File: config.mk
export PLATFORM = sky130hd
export DESIGN_NAME = axil_regfile_bridge
export DESIGN_NICKNAME = d
export VERILOG_FILES = /design/src/rtl/regfile_bridge_pkg.sv /design/src/rtl/axil_regfile_bridge.sv
export SDC_FILE = /design/constraint.sdc
export NUM_CORES = 1
export LEC_CHECK = 0
export BUFFER_PORTS_ARGS = -buffer_cell sky130_fd_sc_hd__buf_2
export CAP_MARGIN = 20
export CORE_UTILIZATION = 30
export CTS_BUF_LIST = sky130_fd_sc_hd__clkbuf_8
export DETAILED_ROUTE_END_ITERATION = 10
export HOLD_SLACK_MARGIN = 0.15
export PLACE_DENSITY_LB_ADDON = 0.08
export SYNTH_ARGS = -nofsm -noshare
export SYNTH_HDL_FRONTEND = slang
export SYNTH_SLANG_ARGS = --single-unit
File: constraint.sdc
create_clock -name clk -period 2.2 [get_ports clk]
set_clock_uncertainty 0.1 [all_clocks]
set_input_delay 0.22 -clock clk [delete_from_list [all_inputs] [get_ports clk]]
set_output_delay 0.22 -clock clk [all_outputs]
set_load 0.05 [all_outputs]
File: src/rtl/regfile_bridge_pkg.sv
// regfile_bridge_pkg: shared FSM states and response codes for the AXI4-Lite register file bridge
package regfile_bridge_pkg;

    typedef enum logic [2:0] {
        IDLE,
        WR_EXEC,
        WR_RESP,
        RD_EXEC,
        RD_WAIT,
        RD_RESP
    } state_t;

    localparam logic [1:0] AXI_RESP_OKAY = 2'b00;

endpackage

File: src/rtl/axil_regfile_bridge.sv
// axil_regfile_bridge: AXI4-Lite slave driving a single-port strobe register file, one transaction at a time
import regfile_bridge_pkg::*;

module axil_regfile_bridge #(
    parameter int Naddr = 4
) (
    input  logic             clk,
    input  logic             resetn,
    input  logic [Naddr+1:0] s_axi_awaddr,
    input  logic             s_axi_awvalid,
    output logic             s_axi_awready,
    input  logic [31:0]      s_axi_wdata,
    input  logic [3:0]       s_axi_wstrb,
    input  logic             s_axi_wvalid,
    output logic             s_axi_wready,
    output logic [1:0]       s_axi_bresp,
    output logic             s_axi_bvalid,
    input  logic             s_axi_bready,
    input  logic [Naddr+1:0] s_axi_araddr,
    input  logic             s_axi_arvalid,
    output logic             s_axi_arready,
    output logic [31:0]      s_axi_rdata,
    output logic [1:0]       s_axi_rresp,
    output logic             s_axi_rvalid,
    input  logic             s_axi_rready,
    output logic [Naddr-1:0] rf_addr,
    output logic [31:0]      rf_wr_data,
    input  logic [31:0]      rf_rd_data,
    output logic             rf_en,
    output logic [3:0]       rf_we
);

    state_t state, state_nx;
    logic   last_wr;
    logic   sel_wr, sel_rd;
    logic   unused_lsbs;

    assign unused_lsbs = ^{s_axi_awaddr[1:0], s_axi_araddr[1:0]};

    // Arbitration: a write needs both address and data; on a tie the side that did not go last wins
    always_comb begin
        sel_rd = (state == IDLE) && s_axi_arvalid && (!(s_axi_awvalid && s_axi_wvalid) || last_wr);
        sel_wr = (state == IDLE) && s_axi_awvalid && s_axi_wvalid && !sel_rd;
    end

    // State register
    always_ff @(posedge clk or negedge resetn) begin
        if (!resetn) state <= IDLE;
        else         state <= state_nx;
    end

    // Next-state logic
    always_comb begin
        state_nx = state;
        case (state)
            IDLE:    state_nx = sel_rd ? RD_EXEC : sel_wr ? WR_EXEC : IDLE;
            WR_EXEC: state_nx = WR_RESP;
            WR_RESP: state_nx = s_axi_bready ? IDLE : WR_RESP;
            RD_EXEC: state_nx = RD_WAIT;
            RD_WAIT: state_nx = RD_RESP;
            RD_RESP: state_nx = s_axi_rready ? IDLE : RD_RESP;
            default: state_nx = IDLE;
        endcase
    end

    // Handshake outputs; readies are held low while reset is asserted so no request is acknowledged and lost
    always_comb begin
        s_axi_awready = resetn && sel_wr;
        s_axi_wready  = resetn && sel_wr;
        s_axi_arready = resetn && sel_rd;
        s_axi_bvalid  = (state == WR_RESP);
        s_axi_rvalid  = (state == RD_RESP);
        s_axi_bresp   = AXI_RESP_OKAY;
        s_axi_rresp   = AXI_RESP_OKAY;
    end

    // Register-file strobes launch on acceptance so rf_en is high for exactly the EXEC cycle; read data is captured in RD_WAIT
    always_ff @(posedge clk or negedge resetn) begin
        if (!resetn) begin
            last_wr     <= 1'b1;
            rf_en       <= 1'b0;
            rf_we       <= 4'h0;
            rf_addr     <= '0;
            rf_wr_data  <= 32'h0;
            s_axi_rdata <= 32'h0;
        end else begin
            rf_en <= sel_wr || sel_rd;
            rf_we <= sel_wr ? s_axi_wstrb : 4'h0;
            if (sel_wr) begin
                last_wr    <= 1'b1;
                rf_addr    <= s_axi_awaddr[Naddr+1:2];
                rf_wr_data <= s_axi_wdata;
            end
            if (sel_rd) begin
                last_wr <= 1'b0;
                rf_addr <= s_axi_araddr[Naddr+1:2];
            end
            if (state == RD_WAIT) s_axi_rdata <= rf_rd_data;
        end
    end

endmodule

==> impl_metrics.env <==
export IMPL_outcome="finished clean"
export IMPL_timing_final_crit_share_pct=93.84
export IMPL_grt_total_usage_pct=14.78
export IMPL_dieHeight_um=104.7
export IMPL_synthCells=191
export IMPL_hold_violations=0
export IMPL_timing_hold_ws_ps=203.3
export IMPL_seq_area_frac_synth_pct=60.91
export IMPL_ioPinCount=169
export IMPL_cp_arrival_ps=2190
export IMPL_period_minus_slack_ps=2065
export IMPL_detail_route_wirelength_um=7631
export IMPL_synth_seq_cells=77
export IMPL_grt_pass1_wl_um=12540
export IMPL_synth_edf_count=0
export IMPL_die_area_um2=10970
export IMPL_nNetsFinal=526
export IMPL_cp_max_fo=10
export IMPL_p_per_area_nw_per_um2=1632
export IMPL_mostFrequentLayoutCells="buf_2 (158), dlygate4sd3_1 (79), dfrtp_1 (74), mux2_2 (34), mux2_4 (30)"
export IMPL_intPower_mw=4.280
export IMPL_antenna_found_initial=0
export IMPL_routedWlPerCell_um=13.16
export IMPL_final_core_util_pct=49.62
export IMPL_cts_made_buffers=9
export IMPL_clockBufferDepth=2
export IMPL_rsz0062_at_grt="false"
export IMPL_worst_setup_path_end_kind="flop"
export IMPL_setup_viol=0
export IMPL_grt_start_max_net_pins=43
export IMPL_layout_commonest_cell="buf_2"
export IMPL_setup_tns_ps=0
export IMPL_drc_errors=0
export IMPL_viasPerCell=4.222
export IMPL_register_area_um2=1931
export IMPL_pwr_share_comb_pct=56.2
export IMPL_dp_hpwl_um=5031
export IMPL_drive_gt1_share_pct=57.21
export IMPL_syn_area_um2=3166
export IMPL_clkPwrFrac_pct=14.0
export IMPL_switchingPower_mw=4.044
export IMPL_finalMaxSlewViolations=0
export IMPL_clk_insertion_delay_late_ps=340
export IMPL_cts_sinks=77
export IMPL_nFillCells=954
export IMPL_cts_reportedPaths_clkPinSlew_ps=80
export IMPL_design_core_area_um2=10280
export IMPL_async_reset_ff_share_pct=100.0
export IMPL_peakVddDrop_v=0.0008190
export IMPL_postSynthAreaPerCell_um2=16.57
export IMPL_die_w_um=104.7
export IMPL_gr_total_overflow=0
export IMPL_num_rows=37
export IMPL_firstDrtPassIters=4
export IMPL_multiInputGateArea_um2=1097
export IMPL_port_buffers=160
export IMPL_htreeDepth=3
export IMPL_place_ws_ps=336.7
export IMPL_place_gp_congestion=0.7489
export IMPL_drtIter0Drc=42
export IMPL_num_vias=2449
export IMPL_required_ps=2330
export IMPL_hold_path_class="in2async"
export IMPL_max_freq_mhz=484.4
export IMPL_ant_nets=0
export IMPL_synth_cell_types=25
export IMPL_cap_violations=0
export IMPL_cp_start_kind="flop"
export IMPL_cts_root_buf="clkbuf_8"
export IMPL_worst_pin_slew_ps=554.9
export IMPL_leakagePower_nw=2.527
export IMPL_tritoncts="yes"
export IMPL_ys_flop_type="dfrtp_1"
export IMPL_ff2ff_path_depth=5
export IMPL_start_util_pct=30.80
export IMPL_yosys_warnings=0
export IMPL_synthToLayoutAreaGrowth_pct=61.11
export IMPL_timing_slew_headroom_pct=63.01
export IMPL_swShare_pct=48.58
export IMPL_antenna_cells=0
export IMPL_critPathKind="reg2reg"
export IMPL_pwr_share_seq_pct=29.8
export IMPL_grt_pass1_vias=2589
export IMPL_power_mw=8.325
export IMPL_worst_slack_ps=135.4
## state kept, by name (all words and copies together) (netlist names)
name,cells
rf_we,4
rf_en,1
last_wr,1
rf_wr_data,32
state,3
s_axi_rdata,32
rf_addr,4
## cell type report
type,count,area share [%]
clock buffers,10,2.699
clock inverters,6,1.570
repair buffers,248,32.88
well taps,136,3.337
multi-input cells,101,21.52
flip-flops and latches,77,37.86
inverters,2,0.1472
## logic make-up after synthesis
| logic type | synth area share (%) |
|---|---|
| flip-flops | 60.91 |
| multiplexers | 26.32 |
| AND/OR/NAND/NOR | 3.676 |
| buffers and inverters | 5.257 |
| AO/OA/AOI/OAI | 3.715 |
| other | 0.1185 |
## path summary, 6_finish.rpt
kind / startpoint / end / slack, ps
max in group asynchronous: resetn / state[1] / 980
setup reg to reg: state[0] / rf_addr[0] / 140
setup / recovery: state[0] / rf_addr[0] / 140
min in group clk: s_axi_arvalid / state[1] / 230
hold reg to reg: s_axi_rdata[30] / s_axi_rdata[30] / 400
hold / removal: resetn / rf_addr[2] / 200
## metal layers
layer	wire length, um	global-route usage, %	vias up
li1	-	-	1155
met1	3407	18.05	1191
met2	3711	24.69	95
met3	408	2.994	8
met4	103	7.545	0
met5	0	0	-
## worst max-delay path, cell delays in order (launching register included)
cell           delay [ps]
dfrtp_1               540
nor3_4                 60
and3b_2               230
buf_4                 180
a221o_1               290
dlygate4sd3_1         550
## power by group through the flow
stage	combinational (mW)	sequential (mW)	clock, mW
2_1_floorplan	1.28	4.79	0
3_3_place_gp	4.54	2.49	0
3_5_place_dp	4.55	2.49	0
4_1_cts	4.70	2.48	1.22
5_1_grt	4.88	2.59	1.28
6_report	4.68	2.48	1.17
## timing repair
| item | in CTS | in global routing |
|---|---|---|
| hold buffers | 79 | 0 |
| resized for setup | 1 | 3 |
| setup endpoints to repair | 3 | 1 |
| endpoints found under the hold margin | 151 | 0 |
| setup buffers | 1 | 0 |
| pin swaps | 1 | 0 |
## Yosys cell counts, types with 2 or more instances
cell / instances / area [um^2]
mux2_2: 34 / 382.9
buf_12: 3 / 60.06
a21boi_0: 4 / 30.03
a21oi_1: 2 / 10.01
a221o_1: 4 / 40.04
inv_1: 2 / 7.510
dfrtp_1: 76 / 1902
buf_4: 5 / 37.54
mux2_4: 30 / 450.4
buf_6: 5 / 56.30
nand2_1: 6 / 22.52
and2_1: 6 / 37.54
a21o_1: 2 / 15.01
## per-stage QoR
stage | cell area [um^2] | std cells
2_1_floorplan | 3177 | 194
3_3_place_gp | 4071 | 484
3_5_place_dp | 4071 | 484
4_1_cts | 5090 | 580
5_1_grt | 5100 | 580
6_report | 5100 | 580
Power figures use the tool's default switching activity.
